`src/rtl/spi_sensor_model_resp_pipe.sv`:
```
// Response pipeline: DEPTH-stage shift FIFO, pushed once per completed frame.
// The head is the response that goes out in the next frame.
module sensor_resp_pipe #(
    parameter int unsigned DATA_W = 32,
    parameter int unsigned DEPTH  = 2
) (
    input  logic              sclk,
    input  logic              rst_n,
    input  logic              push_i,
    input  logic [DATA_W-1:0] din_i,
    output logic [DATA_W-1:0] head_o
);

    logic [DATA_W-1:0] stage_q [DEPTH];

    // Shift a new response in on every push; all stages clear on reset.
    always_ff @(posedge sclk or negedge rst_n) begin
        if (!rst_n) begin
            for (int unsigned i = 0; i < DEPTH; i++) begin
                stage_q[i] <= '0;
            end
        end else if (push_i) begin
            stage_q[0] <= din_i;
            for (int unsigned i = 1; i < DEPTH; i++) begin
                stage_q[i] <= stage_q[i-1];
            end
        end
    end

    assign head_o = stage_q[DEPTH-1];

endmodule

```
`config.mk`:
```
export PLATFORM = sky130hd
export DESIGN_NAME = sensor_resp_pipe
export DESIGN_NICKNAME = d
export VERILOG_FILES = /design/src/rtl/spi_sensor_model_resp_pipe.sv
export SDC_FILE = /design/constraint.sdc
export NUM_CORES = 1
export LEC_CHECK = 0
export ABC_AREA = 1
export CORE_ASPECT_RATIO = 1.2
export CORE_MARGIN = 8
export CORE_UTILIZATION = 49
export DETAILED_ROUTE_END_ITERATION = 12
export HOLD_SLACK_MARGIN = 0.15
export PLACE_DENSITY = 0.86
export REMOVE_ABC_BUFFERS = 1
export SKIP_LAST_GASP = 1
export SLEW_MARGIN = 20
export SYNTH_ARGS = -nofsm -noshare
export SYNTH_HDL_FRONTEND = slang
export SYNTH_SLANG_ARGS = --single-unit
```
`constraint.sdc`:
```
create_clock -name sclk -period 0.8 [get_ports sclk]
set_input_delay 0.12 -clock sclk [delete_from_list [all_inputs] [get_ports sclk]]
set_output_delay 0.12 -clock sclk [all_outputs]
set_load 0.01 [all_outputs]
```
==> run_results.csv <==
group,metric,value,unit
finish,antenna_diode_instance_count,0,
place,post_dp_cell_area,3170,um^2
hold_path,worstHoldEndpoint,"head_o[13]$_DFFE_PN0P_",
synth,synth_seq_area_share,59.6,%
power_and_ir_drop,p_sw,0.00187,W
place,port-buffer-count,66,
floorplanning,ioPinCount,67,
floorplanning,fp.dieH,97.1,um
power_and_ir_drop,pwr-share-seq,48.9,%
finish,regArea,1600,um^2
synth,synthCells,302,
power_and_ir_drop,power.combinational.fraction,15.3,%
synth,synth_warnings,0,
synth,synthMostInstantiatedCell,"sky130_fd_sc_hd__nand2_1",
timing,tightest_slew,266,ps
global_route,antenna_found_initial,0,
timing,setup_ws,-178,ps
synth,syn_area_per_cell,8.90,um^2
power_and_ir_drop,p_int,0.00577,W
synth,post_synth_num_cell_types,6,
global_route,grtUsageTotal,13.8,%
route,via_count,1958,
floorplanning,floorplan_die_area,8120,um^2
synth,post_synth_main_area_contributors,"sky130_fd_sc_hd__dfrtp_1 60%, sky130_fd_sc_hd__nand2_1 27%, sky130_fd_sc_hd__buf_4 9.2%",
finish,layout.nets,393,
floorplanning,die_w,83.6,um
critical_path,r2r-end,"head_o[10]$_DFFE_PN0P_",
outcome,status,"finished with violations",
route,antenna_left,0,
global_route,grt_overflow_total,0,
power_and_ir_drop,power.share.switching,24.5,%
clock_network,clkSinkCount,64,
clock_network,clk-insertion-delay-late,320,ps
critical_path,crit_path_end_kind,"output pin",
timing,relSlewSlack,82.2,%
critical_path,worst_r2r_path_depth,4,
critical_path,crit_path_top_delay_cell,"sky130_fd_sc_hd__dfrtp_1",
global_route,grt_start_max_net_pins,63,
synth,ys_top_cells_by_count,"192 x sky130_fd_sc_hd__nand2_1, 64 x sky130_fd_sc_hd__dfrtp_1, 33 x sky130_fd_sc_hd__buf_4, 6 x sky130_fd_sc_hd__buf_2, 6 x sky130_fd_sc_hd__clkbuf_8",
route,drt-wirelength-per-cell,12.8,um
finish,fin_util,63.7,%
finish,post-route-cell-area,3380,um^2
finish,fraction_of_final_layout_cells_with_drive_strength_greater_than_1,19.8,%
clock_network,ctsHtreeMaxLevel,3,
critical_path,r2r_slack,-70,ps
finish,n_fill_cell,434,
critical_path,cp-start-kind,"flip-flop",
floorplanning,floorplan.rows,29,
synth,synth_edf_count,0,
timing,finalHoldViolCount,0,
critical_path,crit_chain,"buf_2",
timing,max_freq,1.02,GHz
timing,final.period_utilization,122,%
timing,rsz0062_at_grt,"yes",
synth,yosys_register_bits,64,
route,totalWireLength,5460,um
finish,multiInputGateArea,721,um^2
timing,final_max_slew_viol_count,0,
hold_path,hold_class,"primary input to flip-flop",
critical_path,max_stage_delay,390,ps
clock_network,clk_pin_slew,70,ps
critical_path,timing.rr.start,"head_o[10]$_DFFE_PN0P_",
hold_path,hold_path_depth,4,
synth,synth.largest_area_cell,"sky130_fd_sc_hd__dfrtp_1",
route,routed_via_density,4.61,
run,drv.max_cap_violation_count,0,
floorplanning,initial_utilization,50.7,%
timing,finClkSkew,6.54,ps
finish,flow.area_growth_from_synthesis,25.7,%
place,place_hpwl,3660,um
clock_network,cts_tree,"done",
clock_network,clock_tree.buffer_depth,2,
outcome,failed_checks,"setup timing",
global_route,first_pass_grt_wire_length,9220,um
critical_path,critical_path_required,680,ps
timing,finalCriticalPeriod,978,ps
clock_network,numCtsBuffers,9,
global_route,grt_pass1_vias,1995,
critical_path,worstPathArrival,860,ps
power_and_ir_drop,clockPowerShare,35.8,%
power_and_ir_drop,p_per_area,2260,nW/um^2
synth,async_reset_ff_share,100,%
route,drt_iter0_drc,49,
route,firstDrtPassIters,4,
floorplanning,design.core.area,5300,um^2
power_and_ir_drop,ir_worst_vdd,1.28,mV
timing,setup_violators_final,36,
synth,ys.flop_type,"sky130_fd_sc_hd__dfrtp_1",
critical_path,critical_path_class,"flip-flop to output pin",
critical_path,worst-path-max-fanout,2,
clock_network,root_buffer,"sky130_fd_sc_hd__clkbuf_8",
place,replace_congestion,0.739,
route,drc,0,
critical_path,path_buf_inv,1,
synth,synth_top_area_share,59.6,%
synth,synth.cell_area,2690,um^2
critical_path,worst_path_dominant_cell_family,"flip-flops",
hold_path,worstHoldStart,"push_i",
power_and_ir_drop,total_leakage_power,1.88,nW
==> repair_timing <==
action                                  CTS  global route
resized for setup                       130             4
endpoints found under the hold margin    64             0
endpoints found under the setup margin   32            32
hold buffers                              1             0
buffers inserted                          8             8
==> cell families after synthesis <==
| kind of cell | share of synthesized area, % |
|---|---|
| DFF | 59.6 |
| and+or+nand+nor | 26.8 |
| buffers and inverters | 13.6 |
==> metal layers <==
metal / wire length (um) / track usage [%] / share of wire [%]
met1: 2320 / 15.0 / 42
met2: 2780 / 23.7 / 51
met3: 278 / 4.11 / 5.1
met4: 76 / 6.39 / 1.4
met5: 0 / 0 / 0
==> sequential cells by signal (all words and copies together), names as in the netlist <==
name     flops
head_o      32
stage_q     32
==> power groups by stage <==
stage               Combinational, W  Clock, W  Sequential, W
CTS                          0.00111   0.00282        0.00372
detailed placement           0.00119         0        0.00379
floorplan                   0.000307         0        0.00385
global route                 0.00131   0.00296        0.00376
global placement             0.00116         0        0.00376
finish                       0.00117   0.00274        0.00373
==> through the flow <==
stage	setup slack, ps	std cells	TNS [ps]	hold slack [ps]	total power (W)
after floorplan	-38.7	257	-2480	-176	0.00416
after CTS	-200	417	-5800	173	0.00766
final	-178	425	-5300	183	0.00764
after detailed placement	-225	392	-6160	5.09	0.00498
after global routing	-220	425	-6570	212	0.00803
after global placement	-225	392	-5810	1.39	0.00492
==> worst max-delay path by stage <==
stage / cells after the start / to / startpoint
2_1_floorplan: 3 / head_o[0]$_DFFE_PN0P_ / push_i
3_3_place_gp: 1 / head_o[7] / head_o[7]$_DFFE_PN0P_
3_5_place_dp: 1 / head_o[13] / head_o[13]$_DFFE_PN0P_
4_1_cts: 1 / head_o[31] / head_o[31]$_DFFE_PN0P_
5_1_grt: 1 / head_o[28] / head_o[28]$_DFFE_PN0P_
6_report: 1 / head_o[7] / head_o[7]$_DFFE_PN0P_
==> area by class of cell <==
type | instances | area share (%)
Clock inverter | 3 | 1.19
Sequential cell | 64 | 47.4
Multi-Input combinational cell | 192 | 21.3
Clock buffer | 13 | 4.71
Tap cell | 62 | 2.30
Inverter | 1 | 0.111
Timing Repair Buffer | 90 | 22.9
==> layout by cell type, fill, tap and decap left out <==
master / synthesis / layout
sky130_fd_sc_hd__nand2_1: 192 / 192
sky130_fd_sc_hd__dfrtp_1: 64 / 64
sky130_fd_sc_hd__clkdlybuf4s50_1: 0 / 32
sky130_fd_sc_hd__buf_2: 6 / 28
sky130_fd_sc_hd__buf_4: 33 / 18
sky130_fd_sc_hd__clkbuf_8: 6 / 11
sky130_fd_sc_hd__buf_6: 0 / 6
sky130_fd_sc_hd__buf_12: 0 / 5
sky130_fd_sc_hd__clkinv_2: 0 / 2
sky130_fd_sc_hd__clkbuf_1: 0 / 2
sky130_fd_sc_hd__inv_2: 1 / 1
sky130_fd_sc_hd__bufinv_16: 0 / 1
sky130_fd_sc_hd__dlygate4sd3_1: 0 / 1
(Power assumes the default switching activity.)
